## src/rtl/inst_axi_rd_bridge.sv

```systemverilog
// Read-only bridge from the IF stage's SRAM-like fetch port to a single-beat AXI AR/R master.
// Requests are accepted one at a time; data returns in AXI order, one data_ok per accepted request.
module inst_axi_rd_bridge #(
    parameter logic [3:0]  ARID      = 4'd0,
    parameter int unsigned MAX_OUTST = 2
) (
    input  logic        clk,
    input  logic        reset,

    input  logic        inst_sram_req,
    input  logic        inst_sram_wr,
    input  logic [1:0]  inst_sram_size,
    input  logic [31:0] inst_sram_addr,
    output logic        inst_sram_addr_ok,
    output logic        inst_sram_data_ok,
    output logic [31:0] inst_sram_rdata,

    output logic [3:0]  arid,
    output logic [31:0] araddr,
    output logic [7:0]  arlen,
    output logic [2:0]  arsize,
    output logic [1:0]  arburst,
    output logic [1:0]  arlock,
    output logic [3:0]  arcache,
    output logic [2:0]  arprot,
    output logic        arvalid,
    input  logic        arready,

    input  logic [3:0]  rid,
    input  logic [31:0] rdata,
    input  logic [1:0]  rresp,
    input  logic        rlast,
    input  logic        rvalid,
    output logic        rready
);

    localparam logic [2:0] MaxOutst = 3'(MAX_OUTST);

    typedef enum logic [0:0] {ArIdle, ArSend} ar_state_e;

    ar_state_e  ar_state;
    logic [2:0] cnt;
    logic       beat_hit;
    logic       unused_r;

    assign arid     = ARID;
    assign arlen    = 8'd0;
    assign arburst  = 2'b01;
    assign arlock   = 2'b00;
    assign arcache  = 4'd0;
    assign arprot   = 3'd0;
    assign rready   = 1'b1;
    assign unused_r = ^{rresp, rlast};

    // Gated by reset so no request is ever accepted while the bridge is being cleared.
    assign inst_sram_addr_ok = ~reset & (ar_state == ArIdle) & inst_sram_req & ~inst_sram_wr
                             & (cnt < MaxOutst);

    // Beats arriving with nothing outstanding belong to reads issued before a reset.
    assign beat_hit = rvalid & rready & (rid == ARID) & (cnt != 3'd0);

    always_ff @(posedge clk) begin
        if (reset) begin
            ar_state <= ArIdle;
            arvalid  <= 1'b0;
            araddr   <= 32'd0;
            arsize   <= 3'd0;
        end else begin
            case (ar_state)
                ArIdle: begin
                    if (inst_sram_addr_ok) begin
                        araddr   <= inst_sram_addr;
                        arsize   <= {1'b0, inst_sram_size};
                        arvalid  <= 1'b1;
                        ar_state <= ArSend;
                    end
                end
                ArSend: begin
                    if (arready) begin
                        arvalid  <= 1'b0;
                        ar_state <= ArIdle;
                    end
                end
                default: begin
                    arvalid  <= 1'b0;
                    ar_state <= ArIdle;
                end
            endcase
        end
    end

    always_ff @(posedge clk) begin
        if (reset) begin
            cnt <= 3'd0;
        end else begin
            case ({inst_sram_addr_ok, beat_hit})
                2'b10:   cnt <= cnt + 3'd1;
                2'b01:   cnt <= cnt - 3'd1;
                default: cnt <= cnt;
            endcase
        end
    end

    always_ff @(posedge clk) begin
        if (reset) begin
            inst_sram_data_ok <= 1'b0;
            inst_sram_rdata   <= 32'd0;
        end else begin
            inst_sram_data_ok <= beat_hit;
            if (beat_hit) begin
                inst_sram_rdata <= rdata;
            end
        end
    end

endmodule
```

## config.mk

```make
export PLATFORM = sky130hd
export DESIGN_NAME = inst_axi_rd_bridge
export DESIGN_NICKNAME = d
export VERILOG_FILES = /design/src/rtl/inst_axi_rd_bridge.sv
export SDC_FILE = /design/constraint.sdc
export NUM_CORES = 1
export LEC_CHECK = 0
export CAP_MARGIN = 20
export CORE_MARGIN = 1.5
export CORE_UTILIZATION = 35
export DETAILED_ROUTE_END_ITERATION = 12
export DONT_BUFFER_PORTS = 1
export PLACE_DENSITY_LB_ADDON = 0.15
export SYNTH_ARGS = -nofsm -noshare
export SYNTH_HDL_FRONTEND = slang
export SYNTH_SLANG_ARGS = --single-unit
```

## constraint.sdc

```tcl
create_clock -name clk -period 5 [get_ports clk]
set_clock_uncertainty 0.2 [all_clocks]
set_input_delay 1.5 -clock clk [delete_from_list [all_inputs] [get_ports clk]]
set_output_delay 1.5 -clock clk [all_outputs]
set_load 0.005 [all_outputs]
```

Yosys cells after proc, flatten, opt, wreduce, memory -nomap -nowiden
Cells that the tools add are included.

Register bits after elaboration: 72. Bits of input ports: 79. Word-level logic and storage cells: 35.

$add $sub $neg: 2. Magnitude comparators: 1. Equal/unequal tests: 4. Multiplexer cells: 7. Bitwise operators: 9. Reduce and logical (&&, ||, !) cells: 5.

Operator list (count): $and 1x1->1 (6); $pmux 3 s2 (1); $logic_not 4->1 (1); $mux 1 (4); $ne 2x2->1 const B (2); $pmux 1 s2 (2); $reduce_and 2->1 (2); $add 3x1->3 const B (1); $lt 3x2->1 const B (1); $not 1->1 (3); $reduce_bool 3->1 (1); $sub 3x1->3 const B (1); $eq 2x1->1 const B (1); $eq 2x2->1 const B (1); $reduce_bool 2->1 (1).

Logic depth before layout (Yosys ltp)
Gate-level depths: netlist (run 1).

Depth in word-level cells: 7. Gate-level depth with buffers: 9.

Worst setup path before layout (run 1)
Ideal clock, no wire load.

Path kind: input port to output port. Start: in reset. End: out inst_sram_addr_ok. Data arrival time: 2.400 ns. Data required time: 3.300 ns. Path slack: 0.900 ns. Stages: 4. Cells stage by stage: clkbuf_1 nor4b_2 nand2_1 inv_1.

Cells in the longest elaborated chain, start to end: 5.

RTL lines: start: declaration (RTL line 8) `input logic reset,`; $not 1->1 (RTL line 56) `assign inst_sram_addr_ok = ~reset & (ar_state == ArIdle) & inst_sram_req & ~inst_sram_wr`; $and 1x1->1 (3 in series) (RTL line 56); $and 1x1->1 (RTL line 57) `& (cnt < MaxOutst);`; end: declaration (RTL line 14) `output logic inst_sram_addr_ok,`.

Every way passes these cells.

Worst setup path after layout (run 1)
Ends and elaborated chain as after synthesis.

==> results.md, run 1 <==
- Outcome: finished, violations left
- Violated checks: DRC
- Fin Hold WS: 0.291 ns
- Slew Limit Fails: 0
- Power share of the sequential group: 52.1%
- Vias/cell: 4.98
- Final min period: 3.83 ns
- Hold path depth: 2
- Nature of the critical path endpoint: output port
- Post-layout util: 38.1%
- Hold Crit Start: inst_sram_rdata[20]
- Worst reg2reg path startpoint: cnt[1]
- Die width: 98.7 um
- Routed WL per cell: 14.9 um
- Cts bufs inserted: 9
- Synth unique cells: 27
- Clk sink count: 72
- Relative slew slack: 27.3%
- Slew @ Worst Pin: 1.09 ns
- Antenna violations before repair: 0
- Reg2Reg Depth: 9
- Leak pwr: 1.12 nW
- CTS tree: built
- Startpoint types: primary input
- Final net count: 419
- Drt pass-1 iters: 8
- Crit path max fanout: 106
- Post-DP HPWL: 4450 um
- Post-CTS sizing: 0
- Starting DRT DRC Count: 107
- CP max stage delay: 0.29 ns
- Comb power frac: 4.2%
- Setup TNS: 0 ns
- Via count: 2244
- CTS H-tree depth: 3
- # port buffers: 0
- Setup slack, reg-to-reg: 2.63 ns
- Root Buffer Master: clkbuf_8
- Full die area: 9750 um2
- Crit path required time: 3.30 ns
- Reg2reg end: cnt[2]
- Core Rows: 34
- CP Cell Sequence: nor4b_4 > nand2_1 > inv_1
- P_sw: 0.000249 W
- Final setup viols: 0
- Worst setup margin: 1.17 ns
- Syn Inst Count: 355
- Max cap viols: 0
- Slowest cell on the critical path: nor4b_4
- Bufs and invs on worst path: 1
- Area Overhead vs Synth: 4.49%
- Total global-route track usage: 13.6%
- P per Cell Area: 340 nW/um2
- Max Freq: 261 MHz
- Hold Vio Cnt, Final: 0
- Initial Util: 36.4%
- Postcts setup bufs: 0
- Vias in the first global route: 2151
- First-pass GRT wire length: 10500 um
- Maximum vdd ir drop: 0.123 mV
- Antenna-violating nets left: 0
- Largest net degree at the start of global routing: 107
- Clock power share: 43.6%
- Die height: 98.7 um
- # IOs: 173
- Gr ovfl total: 0
- Yosys warns: 0
- GPL Wtd Cong: 0.636
- Commonest non-fill, non-tap cell in the layout: dfxtp_1
- Ant diodes: 0
- Sw Share: 21.9%
- Post-Syn Area: 3210 um2
- Core area: 8810 um2
- DP Worst Slack: 1.19 ns
- Internal power: 0.000889 W
- Seq/Total Area, Yosys: 44.9%
- CTS Hold Bufs: 0
- Worst hold-check path type: register to register
- CTS Buffer Depth: 2
- Most frequent cells in the layout: dfxtp_1 (72), nand2b_1 (65), a21oi_1 (36)
- Post-route DRC: 14
- Clock insertion delay at the later pin of the skew report: 0.33 ns
- Critical path type: primary input to output port
- Register bit total from synthesis: 72
- WL final: 6730 um
- Syn Area/Cell: 9.04 um2
- CP arrival: 2.13 ns
- Filler instances: 909
- Share of cells above drive strength 1: 6.12%
- RSZ-0062 raised after global routing: false
- Cell family with most CP delay: simple AND/OR/NAND/NOR gates
- Period utilisation layout: 76.5%
- Clock-pin transition on the worst setup and hold timing paths: 0.07 ns
- Hold Crit Endpoint: inst_sram_rdata[20]
[logic make-up (layout without fill, tap and decap cells)]
logic type	Yosys count	count (layout)	synth area share [%]
buf+inv	58	23	10.6
flops	72	72	44.9
xor+xnor	2	2	0.546
other cells	2	25	0.234
compound gates	72	72	11.2
fa+ha+maj	2	2	1.01
simple gates	115	115	21.5
mux	32	32	9.98
[how the worst max path moves through the flow]
stage	slack [ns]	end	depth (start not counted)	startpoint
3_5_place_dp	1.19	inst_sram_addr_ok	3	reset
4_1_cts	1.19	inst_sram_addr_ok	3	reset
2_1_floorplan	0.90	inst_sram_addr_ok	4	reset
3_3_place_gp	1.20	inst_sram_addr_ok	3	reset
6_report	1.17	inst_sram_addr_ok	3	reset
5_1_grt	1.10	inst_sram_addr_ok	3	reset
[sequential cells by signal, summed over array words and instances, names as in the netlist]
register	cells
arvalid	1
inst_sram_rdata	32
ar_state	1
arsize	2
cnt	3
araddr	32
inst_sram_data_ok	1
[tightest hold or removal path, stage by stage, from the launching register on]
cell and delay, ns:
dfxtp_1 0.33, nand2b_1 0.07, mux2i_1 0.05
[cell usage after synthesis (all sizes together)]
master  number  area share (%)
clkbuf      22             2.6
nor2         4            0.47
conb         2            0.23
mux2i       32              10
or3          1            0.20
ha           1            0.39
nand3b       1            0.23
xor2         2            0.55
nor3         2            0.66
or4b         2            0.74
fa           1            0.62
a21oi       36             5.6
o21ai       36             5.6
inv          4            0.47
dfxtp       72              45
nand2        3            0.35
nand3       34             5.3
nand2b      65              13
nor4         1            0.20
nor4b        1            0.47
or2          1            0.20
buf         32             7.5
[power by group through the flow]
stage               Sequential (W)  Clock [W]  Combinational (W)
floorplan                 0.000604          0          0.0000660
global placement          0.000607          0          0.0000478
detailed placement        0.000607          0          0.0000489
CTS                       0.000593   0.000519          0.0000489
global route              0.000595   0.000542          0.0000556
finish                    0.000593   0.000497          0.0000484
[area by class of cell]
class	count	area, um2	share of cell area, %
clock inverter	5	81.3	2.43
sequential	72	1440	43.0
timing repair buffer	3	22.5	0.672
clock buffer	11	131	3.92
tap	108	135	4.03
multi-input combinational	248	1530	45.5
inverter	4	15.0	0.448
[metrics by stage]
stage	power [W]	instances	instance area (um2)
final	0.00114	451	3350
after global routing	0.00119	451	3350
after CTS	0.00116	451	3350
after detailed placement	0.000656	435	3140
after global placement	0.000655	435	3140
after floorplan	0.000670	378	3290
[metal layers]
metal / global-route usage, % / vias to the layer above / wire [um]
met2: 21.2 / 118 / 2930
met4: 6.26 / 0 / 106
met1: 16.1 / 1007 / 2880
li1: - / 1109 / -
met3: 6.17 / 10 / 811
met5: 0 / - / 0
No activity file was read; power rests on OpenSTA's default activity.
==> inputs of run 2 (changes only) <==
Clock period 5 ns to 3.75 ns, I/O delays scaled along.
==> run 2 against run 1 <==
Against the previous run: the run still ends with DRC left; global-route usage rose by 0.18 points; final area rose by 2.4%; sequential share of layout area fell by 1.0 points; combinational power rose by 36%; non-clock buffer count rose by 1; sequential power rose by 33%; largest power group is now the clock network.
==> results.md, run 2 (synthesis gave the netlist of run 1 again) <==
- Area Overhead vs Synth: 7.02% (was 4.49%)
- Post-DP HPWL: 4470 um (was 4450 um)
- Nature of the critical path endpoint: output port (unchanged)
- Setup slack, reg-to-reg: 1.36 ns (was 2.63 ns)
- Core Rows: 34 (unchanged)
- Cts bufs inserted: 9 (unchanged)
- CP Cell Sequence: nor4b_4 > nand2_1 > inv_1 (unchanged)
- Sw Share: 20.0% (was 21.9%)
- Relative slew slack: 29.8% (was 27.3%)
- Post-CTS sizing: 0 (unchanged)
- Slowest cell on the critical path: nor4b_4 (unchanged)
- Worst hold-check path type: register to register (unchanged)
- Clock power share: 48.7% (was 43.6%)
- Crit path required time: 2.42 ns (was 3.30 ns)
- Reg2reg end: cnt[2] (unchanged)
- Period utilisation layout: 81.8%
- Final Instance Area: 3430 um2 (was 3350 um2)
- CTS tree: built (unchanged)
- Critical path type: primary input to output port (unchanged)
- Vias in the first global route: 2110 (was 2151)
- Die height: 98.7 um (unchanged)
- Total global-route track usage: 13.8% (was 13.6%)
- WL final: 6840 um (was 6730 um)
- Drt pass-1 iters: 9 (was 8)
- Post-layout util: 39.0% (was 38.1%)
- CTS H-tree depth: 3 (unchanged)
- Fin cells: 451 (unchanged)
- Reg2Reg Depth: 9 (unchanged)
- Largest regs: araddr: 32 flops, inst_sram_rdata: 32 flops, cnt: 3 flops (unchanged)
- Final setup viols: 0 (unchanged)
- Share of cells above drive strength 1: 6.71% (was 6.12%)
- Ant diodes: 0 (unchanged)
- P per Cell Area: 486 nW/um2 (was 340 nW/um2)
- Final net count: 420 (was 419)
- Placed cell area: 3140 um2 (unchanged)
- Commonest non-fill, non-tap cell in the layout: dfxtp_1 (unchanged)
- Antenna-violating nets left: 0 (unchanged)
- Gr ovfl total: 0 (unchanged)
- Initial Util: 36.4% (unchanged)
- Hold Vio Cnt, Final: 0 (unchanged)
- Clock insertion delay at the later pin of the skew report: 0.33 ns (about the same)
- Die width: 98.7 um (unchanged)
- Clk sink count: 72 (unchanged)
- Starting DRT DRC Count: 131 (was 107)
- Via count: 2278 (was 2244)
- First-pass GRT wire length: 10600 um (was 10500 um)
- Postcts setup bufs: 0 (unchanged)
- CP startpoint: reset (unchanged)
- Worst reg2reg path startpoint: cnt[1] (unchanged)
- Antenna violations before repair: 0 (unchanged)
- Routed WL per cell: 15.2 um (was 14.9 um)
- Max cap viols: 0 (unchanged)
- Vias/cell: 5.05 (was 4.98)
- Hold path depth: 2 (unchanged)
- GPL Wtd Cong: 0.719 (was 0.636)
- Leak pwr: 1.16 nW (was 1.12 nW)
- Outcome: finished, violations left (unchanged)
- Crit path max fanout: 106 (unchanged)
- CP max stage delay: 0.28 ns (was 0.29 ns)
- Max Freq: 326 MHz
- Clock-pin transition on the worst setup and hold timing paths: 0.07 ns (about the same)
- Final min period: 3.07 ns
- Maximum vdd ir drop: 0.193 mV (was 0.123 mV)
- Startpoint types: primary input (unchanged)
- Power share of the sequential group: 47.4% (was 52.1%)
- Largest net degree at the start of global routing: 107 (unchanged)
- Root Buffer Master: clkbuf_8 (unchanged)
- Internal power: 0.00134 W (was 0.000889 W)
- Most frequent cells in the layout: dfxtp_1 (72), nand2b_1 (65), a21oi_1 (36) (unchanged)
- CP arrival: 1.74 ns (was 2.13 ns)
- Post-placement cell count: 435 (unchanged)
- Hold Crit Endpoint: inst_sram_rdata[25] (was inst_sram_rdata[20])
- Core area: 8810 um2 (unchanged)
- P_sw: 0.000334 W (was 0.000249 W)
- Violated checks: DRC (unchanged)
- Setup TNS: 0 ns (unchanged)
- RSZ-0062 raised after global routing: false (unchanged)
- Power Total: 0.00167 W (was 0.00114 W)
- CTS Hold Bufs: 0 (unchanged)
- Full die area: 9750 um2 (unchanged)
- # port buffers: 0 (unchanged)
- Comb power frac: 3.9% (was 4.2%)
- # IOs: 173 (unchanged)
- Post-route DRC: 14 (unchanged)
- Slew @ Worst Pin: 1.05 ns (was 1.09 ns)
- Slew Limit Fails: 0 (unchanged)
- CTS Buffer Depth: 2 (unchanged)
- Hold Crit Start: inst_sram_rdata[25] (was inst_sram_rdata[20])
==> run 2: power by group through the flow <==
stage	clock network (W)	registers [W]	logic [W]
floorplan	0	0.000805	0.0000880
global placement	0	0.000809	0.0000636
detailed placement	0	0.000809	0.0000653
CTS	0.000844	0.000791	0.0000654
global route	0.000876	0.000793	0.0000755
finish	0.000813	0.000791	0.0000656
==> run 2: final cells by class <==
| class | instances | area (um2) |
|---|---|---|
| timing repair buffer | 4 | 50.0 |
| fill | 875 | 5370 |
| tap | 108 | 135 |
| multi-input combinational | 248 | 1530 |
| clock inverter | 5 | 129 |
| clock buffer | 10 | 138 |
| inverter | 4 | 15.0 |
| sequential | 72 | 1440 |
==> run 2: per-stage QoR <==
step | hold slack, ns | worst slack [ns]
floorplan | 0.265 | 0.107
global placement | 0.273 | 0.404
detailed placement | 0.279 | 0.378
CTS | 0.292 | 0.694
global route | 0.309 | 0.624
finish | 0.291 | 0.681
==> run 2: how the worst max path moves through the flow <==
| stage | to | slack, ns | cells after the start |
|---|---|---|---|
| floorplan | cnt[2] | 0.11 | 9 |
| global placement | cnt[2] | 0.40 | 8 |
| detailed placement | cnt[2] | 0.38 | 8 |
| CTS | inst_sram_addr_ok | 0.69 | 3 |
| global route | cnt[2] | 0.62 | 8 |
| finish | inst_sram_addr_ok | 0.68 | 3 |
==> run 2: per-layer routing <==
metal	vias to the layer above	global-route usage [%]	wire length, um
met4	0	5.93	82
met2	104	21.0	3080
met3	9	5.46	722
met5	-	0	0
li1	1106	-	-
met1	1059	17.4	2960
==> run 2: worst max-delay path, delay by kind of cell <==
| family | cells | cell delay, ns |
|---|---|---|
| simple gates | 2 | 0.44 |
| buf+inv | 1 | 0.14 |
==> inputs of run 3 (changes only) <==
Clock period 3.75 ns to 2.9 ns, I/O delays scaled along.
==> run 3 against run 2 <==
Against the previous run: critical path type is now primary input to register; first-iteration DRC count shrank 15%; the run still ends with DRC left; cell count up 0.67%; critical path depth is 5 higher; via count fell by 1.8%; clock-buffer cell count stayed put; sequential cell count is the same; register-to-register slack lost 0.53 ns.
==> results.md, run 3 (synthesis gave the netlist of run 1 again) <==
- # IOs: 173 (unchanged)
- Postcts setup bufs: 0 (unchanged)
- Critical path type: primary input to register (was primary input to output port)
- Largest regs: araddr: 32 flops, inst_sram_rdata: 32 flops, cnt: 3 flops (unchanged)
- Reg2Reg Depth: 8 (was 9)
- Area Overhead vs Synth: 6.59% (was 7.02%)
- Comb power frac: 4.2% (was 3.9%)
- Slowest cell on the critical path: or4b_4 (was nor4b_4)
- Power Total: 0.00208 W (was 0.00167 W)
- Die width: 98.7 um (unchanged)
- Initial Util: 36.4% (unchanged)
- Vias in the first global route: 2058 (was 2110)
- Period utilisation layout: 92.6%
- Startpoint types: primary input (unchanged)
- Post-route DRC: 14 (unchanged)
- Cts bufs inserted: 9 (unchanged)
- Hold path depth: 2 (unchanged)
- Die height: 98.7 um (unchanged)
- Clock power share: 46.6% (was 48.7%)
- Core Rows: 34 (unchanged)
- Total global-route track usage: 13.7% (was 13.8%)
- Drt pass-1 iters: 10 (was 9)
- CTS Hold Bufs: 0 (unchanged)
- Clock-pin transition on the worst setup and hold timing paths: 0.08 ns (was 0.07 ns)
- Hold Vio Cnt, Final: 0 (unchanged)
- Max Freq: 372 MHz
- Final net count: 422 (was 420)
- CTS tree: built (unchanged)
- # port buffers: 0 (unchanged)
- Clock insertion delay at the later pin of the skew report: 0.33 ns (about the same)
- Relative slew slack: 63.9% (was 29.8%)
- CP max stage delay: 0.54 ns (was 0.28 ns)
- Post-CTS sizing: 0 (unchanged)
- Via count: 2238 (was 2278)
- Share of cells above drive strength 1: 8.09% (was 6.71%)
- WL final: 6800 um (was 6840 um)
- First-pass GRT wire length: 10500 um (was 10600 um)
- Core area: 8810 um2 (unchanged)
- GPL Wtd Cong: 0.681 (was 0.719)
- CP arrival: 2.76 ns (was 1.74 ns)
- Crit path max fanout: 2 (was 106)
- Slew Limit Fails: 0 (unchanged)
- Max cap viols: 0 (unchanged)
- CTS Buffer Depth: 2 (unchanged)
- Root Buffer Master: clkbuf_8 (unchanged)
- Final min period: 2.69 ns
- Setup TNS: 0 ns (unchanged)
- P per Cell Area: 607 nW/um2 (was 486 nW/um2)
- Vias/cell: 4.93 (was 5.05)
- Nature of the critical path endpoint: register (was output port)
- Final setup viols: 0 (unchanged)
- Gr ovfl total: 0 (unchanged)
- CP Cell Sequence: or4b_4 > nor3_4 > ha_4 > inv_2 > fa_2 > xor2_1 > or3_1 > a21oi_1 (was nor4b_4 > nand2_1 > inv_1)
- P_sw: 0.000449 W (was 0.000334 W)
- Ant diodes: 0 (unchanged)
- Internal power: 0.00163 W (was 0.00134 W)
- Sw Share: 21.6% (was 20.0%)
- Starting DRT DRC Count: 111 (was 131)
- Violated checks: DRC (unchanged)
- Routed WL per cell: 15.0 um (was 15.2 um)
- Leak pwr: 1.15 nW (was 1.16 nW)
- Antenna-violating nets left: 0 (unchanged)
- Outcome: finished, violations left (unchanged)
- RSZ-0062 raised after global routing: false (unchanged)
- Full die area: 9750 um2 (unchanged)
- Crit path required time: 2.97 ns (was 2.42 ns)
- Worst hold-check path type: register to register (unchanged)
- Maximum vdd ir drop: 0.252 mV (was 0.193 mV)
- Largest net degree at the start of global routing: 107 (unchanged)
- Most frequent cells in the layout: dfxtp_1 (72), nand2b_1 (65), a21oi_1 (36) (unchanged)
- Slew @ Worst Pin: 0.541 ns (was 1.05 ns)
- Commonest non-fill, non-tap cell in the layout: dfxtp_1 (unchanged)
- Post-DP HPWL: 4480 um (was 4470 um)
- Clk sink count: 72 (unchanged)
- Power share of the sequential group: 49.3% (was 47.4%)
- CTS H-tree depth: 3 (unchanged)
- Antenna violations before repair: 0 (unchanged)
## run 3: final timing paths
path | start | end | slack [ns]
setup / recovery | rid[2] | cnt[2] | 0.21
hold / removal | araddr[28] | araddr[28] | 0.29
setup reg to reg | cnt[1] | cnt[2] | 0.83
hold reg to reg | araddr[28] | araddr[28] | 0.29
## run 3: layout make-up
type / count / area, um2
clock buffers: 10 / 128
clock inverters: 6 / 115
fillers: 909 / 5390
inverters: 4 / 15.0
multi-input cells: 248 / 1540
flip-flops and latches: 72 / 1440
well taps: 108 / 135
repair buffers: 6 / 45.0
## run 3: per-layer routing
layer | global-route usage (%) | wire length, um | vias up
met5 | 0 | 0 | -
met4 | 4.62 | 40 | 0
met3 | 7.09 | 771 | 2
met1 | 16.0 | 2850 | 1015
li1 | - | - | 1116
met2 | 21.6 | 3140 | 105
## run 3: per-stage QoR
step	setup WS [ns]	hold slack (ns)	cells	util, %	instance area [um2]
after floorplan	-0.399	0.265	378	-	3310
after global placement	-0.115	0.273	438	36.1	3180
after detailed placement	-0.129	0.280	438	36.1	3180
after CTS	0.244	0.292	454	38.8	3420
after global routing	0.135	0.308	454	38.8	3420
final	0.213	0.288	454	38.8	3420
## run 3: worst max-delay path: cells and delay by family
kind / cells / cell delay, ns
and+or+nand+nor: 3 / 1.10
xor gates and xnor gates: 1 / 0.15
buffers and inverters: 1 / 0.03
AOI/OAI and AO/OA: 1 / 0.12
adders and majority gates: 2 / 0.49
## run 3: power by group through the flow
| stage | clock (W) | combinational, W | sequential, W |
|---|---|---|---|
| finish | 0.000967 | 0.0000863 | 0.00102 |
| global route | 0.00105 | 0.0000982 | 0.00103 |
| CTS | 0.00101 | 0.0000871 | 0.00102 |
| detailed placement | 0 | 0.0000869 | 0.00105 |
| global placement | 0 | 0.0000847 | 0.00105 |
| floorplan | 0 | 0.000115 | 0.00104 |
